===== config.mk =====
export PLATFORM = sky130hd
export DESIGN_NAME = muldiv_unit
export DESIGN_NICKNAME = d
export VERILOG_FILES = /design/src/rtl/muldiv_pkg.sv /design/src/rtl/muldiv_iter.sv /design/src/rtl/muldiv_unit.sv
export SDC_FILE = /design/constraint.sdc
export NUM_CORES = 1
export LEC_CHECK = 0
export CAP_MARGIN = 40
export CORE_ASPECT_RATIO = 0.9
export CORE_UTILIZATION = 50
export CTS_CLUSTER_DIAMETER = 120
export DETAILED_ROUTE_END_ITERATION = 8
export PLACE_DENSITY = 0.83
export SLEW_MARGIN = 5
export SYNTH_ARGS = -nofsm -noshare
export SYNTH_HDL_FRONTEND = slang
export SYNTH_SLANG_ARGS = --single-unit

===== constraint.sdc =====
create_clock -name clk -period 4.3 [get_ports clk]
set_input_delay 0.645 -clock clk [delete_from_list [all_inputs] [get_ports clk]]
set_output_delay 0.645 -clock clk [all_outputs]
set_load 0.1 [all_outputs]

===== src/rtl/muldiv_pkg.sv =====
// Shared definitions for the multiply/divide unit: op codes, FSM states,
// iteration count and a small magnitude helper.
package muldiv_pkg;

    typedef enum logic [2:0] {
        MD_MUL   = 3'd0,
        MD_MULTU = 3'd1,
        MD_DIV   = 3'd2,
        MD_DIVU  = 3'd3,
        MD_MTHI  = 3'd4,
        MD_MTLO  = 3'd5
    } md_op_e;

    typedef enum logic [1:0] {
        ST_IDLE = 2'd0,
        ST_CALC = 2'd1,
        ST_FIX  = 2'd2,
        ST_DONE = 2'd3
    } md_state_e;

    localparam int MD_ITERS = 32;
    localparam int MD_CNT_W = $clog2(MD_ITERS);

    // Two's-complement magnitude; 0x80000000 maps to itself, which is the
    // correct unsigned magnitude.
    function automatic logic [31:0] md_abs(input logic [31:0] x);
        return x[31] ? (~x + 32'd1) : x;
    endfunction

endpackage


===== src/rtl/muldiv_iter.sv =====
// Radix-2 iterative datapath: 64-bit shift-add multiply or restoring
// shift-subtract divide on unsigned magnitudes, plus the step counter.
// Multiply: acc ends as the 64-bit product.
// Divide:   acc ends as {remainder, quotient}.
module muldiv_iter
    import muldiv_pkg::*;
(
    input  logic        clk,
    input  logic        rst,
    input  logic        start,
    input  logic        step,
    input  logic        is_div,
    input  logic [31:0] op_a,
    input  logic [31:0] op_b,
    output logic [63:0] acc,
    output logic        last
);

    logic [63:0]         acc_q, acc_d;
    logic [31:0]         b_q, b_d;
    logic                div_q, div_d;
    logic [MD_CNT_W-1:0] cnt_q, cnt_d;

    logic [32:0] mul_sum;
    logic [32:0] rem_shift;
    logic        rem_ge;
    logic [31:0] rem_diff;

    // Next-state for the accumulator: load on start, one radix-2 step per enable.
    always_comb begin
        acc_d     = acc_q;
        b_d       = b_q;
        div_d     = div_q;
        cnt_d     = cnt_q;
        // Multiply: conditionally add multiplicand into the high half, then shift right.
        mul_sum   = {1'b0, acc_q[63:32]} + (acc_q[0] ? {1'b0, b_q} : 33'd0);
        // Divide: shift partial remainder left by one and trial-subtract.
        // A difference that fits means it is below the divisor, so 32 bits suffice.
        rem_shift = acc_q[63:31];
        rem_ge    = (rem_shift >= {1'b0, b_q});
        rem_diff  = rem_shift[31:0] - b_q;
        if (start) begin
            acc_d = {32'd0, op_a};
            b_d   = op_b;
            div_d = is_div;
            cnt_d = '0;
        end else if (step) begin
            if (div_q) begin
                acc_d = rem_ge ? {rem_diff, acc_q[30:0], 1'b1}
                               : {rem_shift[31:0], acc_q[30:0], 1'b0};
            end else begin
                acc_d = {mul_sum, acc_q[31:1]};
            end
            cnt_d = cnt_q + 1'b1;
        end
    end

    // Datapath registers with synchronous reset.
    always_ff @(posedge clk) begin
        if (rst) begin
            acc_q <= '0;
            b_q   <= '0;
            div_q <= 1'b0;
            cnt_q <= '0;
        end else begin
            acc_q <= acc_d;
            b_q   <= b_d;
            div_q <= div_d;
            cnt_q <= cnt_d;
        end
    end

    assign acc  = acc_q;
    assign last = (cnt_q == MD_CNT_W'(MD_ITERS - 1));

endmodule


===== src/rtl/muldiv_unit.sv =====
// Multi-cycle multiply/divide unit with architectural HI/LO registers.
// Optional build macro MULDIV_FAST_MUL_EN: MUL/MULTU use a combinational
// multiplier and complete in one cycle (IDLE -> DONE); divides stay iterative.
module muldiv_unit
    import muldiv_pkg::*;
#(
    parameter int          XLEN         = 32,
    parameter logic [31:0] HILO_RST_VAL = 32'h0
) (
    input  logic            clk,
    input  logic            rst,
    input  logic            req,
    input  logic [2:0]      op,
    input  logic [XLEN-1:0] rs_val,
    input  logic [XLEN-1:0] rt_val,
    output logic            busy,
    output logic            done,
    output logic [XLEN-1:0] result,
    output logic [XLEN-1:0] hi,
    output logic [XLEN-1:0] lo
);

    md_state_e   state_q, state_d;
    logic [2:0]  op_q, op_d;
    logic        neg_res_q, neg_res_d;   // operand signs differ
    logic        neg_rem_q, neg_rem_d;   // dividend negative
    logic        divz_q, divz_d;         // divisor was zero
    logic [31:0] hi_q, hi_d;
    logic [31:0] lo_q, lo_d;
    logic [31:0] result_q, result_d;

    logic        it_start, it_step, it_is_div, it_last;
    logic [31:0] it_a, it_b;
    logic [63:0] it_acc;

    logic [63:0] prod_fix;
    logic [31:0] quot_fix, rem_fix;

`ifdef MULDIV_FAST_MUL_EN
    logic [63:0] fast_prod;
    // Unsigned 64-bit product; its low word also equals the low word of the signed product.
    assign fast_prod = {32'd0, rs_val} * {32'd0, rt_val};
`endif

    muldiv_iter u_iter (
        .clk    (clk),
        .rst    (rst),
        .start  (it_start),
        .step   (it_step),
        .is_div (it_is_div),
        .op_a   (it_a),
        .op_b   (it_b),
        .acc    (it_acc),
        .last   (it_last)
    );

    // Sign correction of the raw unsigned datapath result.
    always_comb begin
        prod_fix = neg_res_q ? (~it_acc + 64'd1) : it_acc;
        quot_fix = divz_q ? 32'hFFFF_FFFF
                          : (neg_res_q ? (~it_acc[31:0] + 32'd1) : it_acc[31:0]);
        rem_fix  = neg_rem_q ? (~it_acc[63:32] + 32'd1) : it_acc[63:32];
    end

    // FSM next-state, operand capture and HI/LO/result updates.
    always_comb begin
        state_d   = state_q;
        op_d      = op_q;
        neg_res_d = neg_res_q;
        neg_rem_d = neg_rem_q;
        divz_d    = divz_q;
        hi_d      = hi_q;
        lo_d      = lo_q;
        result_d  = result_q;
        it_start  = 1'b0;
        it_step   = 1'b0;
        it_is_div = 1'b0;
        it_a      = rs_val;
        it_b      = rt_val;
        case (state_q)
            ST_IDLE: begin
                if (req) begin
                    case (op)
                        MD_MTHI: hi_d = rs_val;
                        MD_MTLO: lo_d = rs_val;
`ifdef MULDIV_FAST_MUL_EN
                        MD_MUL: begin
                            result_d = fast_prod[31:0];
                            op_d     = op;
                            state_d  = ST_DONE;
                        end
                        MD_MULTU: begin
                            hi_d    = fast_prod[63:32];
                            lo_d    = fast_prod[31:0];
                            op_d    = op;
                            state_d = ST_DONE;
                        end
`else
                        MD_MUL, MD_MULTU,
`endif
                        MD_DIV, MD_DIVU: begin
                            // Signed ops work on magnitudes and fix the sign in FIX.
                            if (op == MD_MUL || op == MD_DIV) begin
                                it_a      = md_abs(rs_val);
                                it_b      = md_abs(rt_val);
                                neg_res_d = rs_val[31] ^ rt_val[31];
                                neg_rem_d = rs_val[31];
                            end else begin
                                neg_res_d = 1'b0;
                                neg_rem_d = 1'b0;
                            end
                            it_start  = 1'b1;
                            it_is_div = (op == MD_DIV) || (op == MD_DIVU);
                            divz_d    = (rt_val == 32'd0);
                            op_d      = op;
                            state_d   = ST_CALC;
                        end
                        default: ;
                    endcase
                end
            end
            ST_CALC: begin
                it_step = 1'b1;
                if (it_last) begin
                    state_d = ST_FIX;
                end
            end
            ST_FIX: begin
                case (op_q)
                    MD_MUL:   result_d = prod_fix[31:0];
                    MD_MULTU: begin
                        hi_d = prod_fix[63:32];
                        lo_d = prod_fix[31:0];
                    end
                    default: begin
                        hi_d = rem_fix;
                        lo_d = quot_fix;
                    end
                endcase
                state_d = ST_DONE;
            end
            ST_DONE: state_d = ST_IDLE;
            default: state_d = ST_IDLE;
        endcase
    end

    // State and architectural registers; reset aborts any operation in flight.
    always_ff @(posedge clk) begin
        if (rst) begin
            state_q   <= ST_IDLE;
            op_q      <= 3'd0;
            neg_res_q <= 1'b0;
            neg_rem_q <= 1'b0;
            divz_q    <= 1'b0;
            hi_q      <= HILO_RST_VAL;
            lo_q      <= HILO_RST_VAL;
            result_q  <= 32'd0;
        end else begin
            state_q   <= state_d;
            op_q      <= op_d;
            neg_res_q <= neg_res_d;
            neg_rem_q <= neg_rem_d;
            divz_q    <= divz_d;
            hi_q      <= hi_d;
            lo_q      <= lo_d;
            result_q  <= result_d;
        end
    end

    assign busy   = (state_q == ST_CALC) || (state_q == ST_FIX);
    assign done   = (state_q == ST_DONE);
    assign result = result_q;
    assign hi     = hi_q;
    assign lo     = lo_q;

endmodule


Word-level counts from Yosys, hierarchy flattened
Cells that the tools add are included.
{"block": "word_totals", "register_bits": 206, "latch_bits": 0, "ram_bits": 0, "romBits": 0, "inputBits": 70, "out_inout_bits": 98, "word_cells": 100, "n_memories": 0}
{"block": "op_classes", "n_addsub": 8, "n_mul": 0, "div": 0, "order_cmp": 1, "n_eq_ne": 16, "shift": 0, "n_mux": 40, "bitwise": 6, "reduce_logical": 16}
{"operator": "32-bit 2-to-1 mux", "count": 20}
{"operator": "32-bit case mux with 2 select lines", "count": 4}
{"operator": "64-bit 2-to-1 mux", "count": 3}
{"operator": "32-bit by 1-bit adder with 32-bit output, second input constant", "count": 4}
{"operator": "32-bit inverter", "count": 4}
{"operator": "64-bit by 1-bit adder with 64-bit output, second input constant", "count": 1}
{"operator": "64-bit inverter", "count": 1}
{"operator": "32-bit by 32-bit adder with 33-bit output", "count": 1}
{"operator": "33-bit by 32-bit greater-or-equal comparator with 1-bit output", "count": 1}
{"operator": "32-bit logical NOT", "count": 1}
{"operator": "32-bit subtractor", "count": 1}
{"operator": "1-bit 2-to-1 mux", "count": 9}
{"operator": "2-bit case mux with 4 select lines", "count": 1}
{"operator": "4-bit AND reduction", "count": 2}
{"operator": "3-bit by 1-bit == test with 1-bit output, second input constant", "count": 2}
{"operator": "3-bit by 2-bit == test with 1-bit output, second input constant", "count": 2}
{"operator": "3-bit == test, second input constant", "count": 2}
{"operator": "3-bit logical NOT", "count": 2}
{"operator": "2-bit 2-to-1 mux", "count": 3}
{"operator": "2-bit by 1-bit inequality test with 1-bit output, second input constant", "count": 3}
{"operator": "2-bit inequality test, second input constant", "count": 3}
{"operator": "3-bit AND reduction", "count": 2}
{"operator": "5-bit by 1-bit adder with 5-bit output, second input constant", "count": 1}
{"operator": "5-bit == test, second input constant", "count": 1}
{"operator": "9 further kinds", "count": 13}

Depth between registers and ports, before layout
{"block": "logic_depth", "word_depth": 8, "mapped_depth": 14, "depth_no_buf": 13}

Modules after synthesis
Synthesis repeated with hierarchy kept, for this count alone.
{"block": "hier_totals", "hier_cells": 2063, "hier_area_um2": 15735.1}
{"mod": "muldiv_iter", "n_inst": 1, "cells_per_inst": 1084, "area_per_inst_um2": 8378.0, "seq_area_each_um2": 2042.0}
{"mod": "muldiv_unit", "n_inst": 1, "cells_per_inst": 979, "area_per_inst_um2": 7357.1, "seq_area_each_um2": 2082.0}

Least setup slack after synthesis
OpenSTA, ideal clock, no wires.
{"block": "synth_path", "path_type": "register -> register", "start": "register u_iter.acc_q[0] (netlist: u_iter.acc[0])", "end": "register u_iter.acc_q[61] (netlist: u_iter.acc[61])", "setup_ns": 0.119, "t_arrival_ns": 3.060, "t_required_ns": 4.181, "slack_ns": 1.121, "stages_incl_launch_ff": 15, "n_path_buf": 2, "synth_period_minus_slack_ns": 3.179, "path_cell_list": "dfxtp_1 -> inv_1 -> clkbuf_1 -> nor2_1 -> ha_1 -> clkbuf_1 -> a2111oi_0 -> a211oi_1 -> o21ai_0 -> a21oi_1 -> a211oi_1 -> nor3_1 -> or3_1 -> a21oi_1 -> nor3_1"}
{"block": "synth_between", "elab_chain_len": 3}
{"element": "start: declaration", "line": "muldiv_iter.sv:19", "rtl": "logic [63:0] acc_q, acc_d;"}
{"element": "start signal: assignment", "line": "muldiv_iter.sv:61", "rtl": "acc_q <= '0;"}
{"element": "start signal: assignment", "line": "muldiv_iter.sv:66", "rtl": "acc_q <= acc_d;"}
{"element": "32-bit 2-to-1 mux", "line": "muldiv_iter.sv:36", "rtl": "mul_sum = {1'b0, acc_q[63:32]} + (acc_q[0] ? {1'b0, b_q} : 33'd0);"}
{"element": "32-bit by 32-bit adder with 33-bit output", "line": "muldiv_iter.sv:36"}
{"element": "64-bit 2-to-1 mux", "line": "muldiv_iter.sv:48", "rtl": "if (div_q) begin"}
Every way passes these cells.
A chain may end at the register's enable or synchronous reset.

Worst setup path in the final report
{"block": "layout_path", "start": "register u_iter.acc_q[0] (netlist: u_iter.acc[0])", "end": "register u_iter.acc_q[60] (netlist: u_iter.acc[60])"}
The elaborated chain is that of the path after synthesis.

==> run_results.csv <==
group,metric,value,unit
clocking,post_cts_buffers,0,
power,vdd_drop_max,0.0007407,V
synth,synthesis.instances,2011,
floorplan,die_w,186.2,um
detailed_routing,ant_nets,0,
setup_path,critPathMaxFanout,25,
timing,hold_viol,0,
synth,synth_most_common_cell,"nor2_1",
timing,slew_violations,0,
grt,grt_max_degree,83,
synth,synthTopCellsByArea,"dfxtp_1 (27%), a21oi_1 (6.7%), nor2_1 (6.4%), ha_1 (6.1%), a211oi_1 (6.0%)",
detailed_routing,topRoutingLayerUsed,"met4",
synth,ys_seq_elements,206,
grt,antenna_found_initial,0,
setup_path,max_stage_delay,0.50,ns
clocking,clock_latency,0.56,ns
clocking,clk_path_buf_depth,3,
finish,drive_above_1_share,0.1044,
synth,syn_area,0.01526,sq mm
status,violations,"design-rule violations",
timing,fin_crit_sh,0.8658,
clocking,cts_tree,"yes",
power,finalPower,12.60,mW
clocking,clock-root-buffer,"clkbuf_16",
synth,synth_area_leader_cell,"dfxtp_1",
synth,synth.lib_cells_used.distinct,82,
detailed_routing,route.detailed.drc,1,
synth,postSynthAreaPerCell,7.591,sq um
finish,area_growth,28.40,%
detailed_routing,dr_wl_met2,27600,um
place,dp_slack,0.7099,ns
setup_path,crit_path_start_kind,"register",
synth,yosysSeqAreaShare,0.2702,
detailed_routing,viasPerCell,6.518,
place,routabilityCongestion,0.9973,
grt,grt_pass1_vias,16310,
floorplan,rows,60,
place,portBuffers,167,
finish,post-route-util,0.6543,
detailed_routing,firstDrtPassIters,9,
synth,dominantRegCellSynth,"dfxtp_1",
setup_path,required,4.64,ns
timing,slew_headroom,0.3862,
synth,ys_async_sr_fraction,0,
clocking,ctsResizeCount,0,
timing,worst_slew_pin_slew,0.9172,ns
flow_run,maxCapViolCount,0,
timing,finClkSkew,0.04610,ns
floorplan,coreArea,0.02995,sq mm
status,status,"complete, but fails checks",
detailed_routing,wl_met1,23020,um
synth,synth_edf_count,0,
synth,ys_top_cells_by_count,"nor2_1 (259), dfxtp_1 (206), a21oi_1 (203), nand2_1 (146), clkbuf_1 (128)",
timing,fmax,268.6,MHz
finish,num_antenna_cells,0,
finish,stdcell_count,2615,
floorplan,die_area,0.03123,sq mm
clocking,cts_sinks,206,
timing,setup_tns,0,ns
grt,grt-ovfl-total,0,
clocking,hold_buffers,0,
detailed_routing,routed_wl,60980,um
setup_path,cp_cell_sequence,"inv_1 -> buf_4 -> nor2_1 -> ha_1 -> a21oi_1 -> o21ai_0 -> o32ai_1 -> o211a_1 -> nor3_1 -> or4_1 -> nand3_1 -> o311ai_0",
power,leakagePower,7.472,nW
timing,setup_viol,0,
place,dp_hpwl,45980,um
timing,fin_ws,0.5769,ns
setup_path,cp.arrival,4.07,ns
setup_path,path_class,"reg -> reg",
detailed_routing,drtIter0Drc,2178,
floorplan,io_pins,168,
setup_path,cp-end-kind,"register",
clocking,numCtsBuffers,24,
setup_path,slowest_stage,"o32ai_1",
floorplan,fp.dieH,167.8,um
clocking,path_clk_slew,0.06,ns
synth,syn-num-nets,2157,
place,dpl.cell_count,2576,
synth,synth_warnings,0,
finish,final_nets,2345,
power,p_per_area,642.6,mW/mm^2
grt,grt_pass1_wl,93250,um
detailed_routing,vias,17040,
detailed_routing,met3_length,5982,um
hold_path,hold_path.class,"reg -> reg",
setup_path,crit_buf_inv,2,
setup_path,crit_family,"compound AO/OA/AOI/OAI gates",
floorplan,start_util,0.5096,
detailed_routing,wl_per_cell,23.32,um
timing,rsz0062_at_grt,"false",
synth,yosys.area.top_type_share,0.2702,
grt,track_usage,0.3846,
clocking,htree_levels,1,
timing,fin_crit,3.723,ns
-- through the flow --
step / cell area, sq um / hold slack (ns)
3_5_place_dp: 18810 / 0.4478
6_report: 19600 / 0.4567
3_3_place_gp: 17190 / 0.4398
4_1_cts: 19600 / 0.4564
5_1_grt: 19600 / 0.4783
2_1_floorplan: 15260 / 0.4484
-- state kept, by name, indices dropped and copies added, names as in the netlist --
register and cells:
neg_res_q 1, u_iter.cnt_q 5, u_iter.acc 64, u_iter.b_q 32, op_q 3, result 32
divz_q 1, state_q 2, lo 32, neg_rem_q 1, u_iter.div_q 1, hi 32
-- layer usage --
layer	track usage	up-vias
met5	0	-
met4	0.2434	0
met3	0.08417	287
met2	0.6189	1076
met1	0.4619	7970
li1	-	7711
-- power by group --
part           internal, mW  switching, mW
Combinational          2.76           5.03
Clock                  1.25          0.862
Sequential             2.25          0.450
-- logic make-up after synthesis --
| logic type | after synthesis | synth area share |
|---|---|---|
| multiplexers | 70 | 0.04623 |
| adder cells (fa/ha/maj) | 76 | 0.06328 |
| AND/OR/NAND/NOR | 615 | 0.1857 |
| AO/OA/AOI/OAI | 667 | 0.2852 |
| buffers and inverters | 209 | 0.05303 |
| XOR/XNOR | 168 | 0.09639 |
| flip-flops | 206 | 0.2702 |
-- tightest hold or removal path, delay by kind of cell (launching register included) --
family | cells | cell delay [ns]
AO/OA/AOI/OAI | 1 | 0.05
flip-flops | 1 | 0.31
AND/OR/NAND/NOR | 1 | 0.05
-- worst paths after layout --
path | start | endpoint | slack (ns) | depth (start not counted)
hold / removal | lo[0] | lo[0] | 0.46 | 2
hold reg to reg | lo[0] | lo[0] | 0.46 | 2
setup / recovery | u_iter.acc[0] | u_iter.acc[60] | 0.58 | 12
setup reg to reg | u_iter.acc[0] | u_iter.acc[60] | 0.58 | 12
-- layout by cell type (no fill, tap or decap), drive strengths merged, types with 16 or more instances in the layout --
cell / n
dfxtp: 206
nor3: 41
mux2i: 66
a211oi: 124
a21oi: 204
nor2: 259
xor2: 92
nand2: 146
nor4: 24
o221ai: 26
clkdlybuf4s50: 166
a31oi: 16
clkbuf: 29
xnor2: 76
ha: 74
inv: 62
o21ai: 123
a21o: 29
or3: 16
buf: 142
o31ai: 31
nand3: 38
-- layout make-up --
cell class	count	area, sq um
Multi-Input combinational cell	1596	10350
Fill cell	2443	10350
Sequential cell	206	4125
Timing Repair Buffer	308	3591
Clock buffer	29	649.4
Tap cell	403	504.2
Inverter	63	236.5
Clock inverter	10	138.9
(Power assumes the default switching activity.)
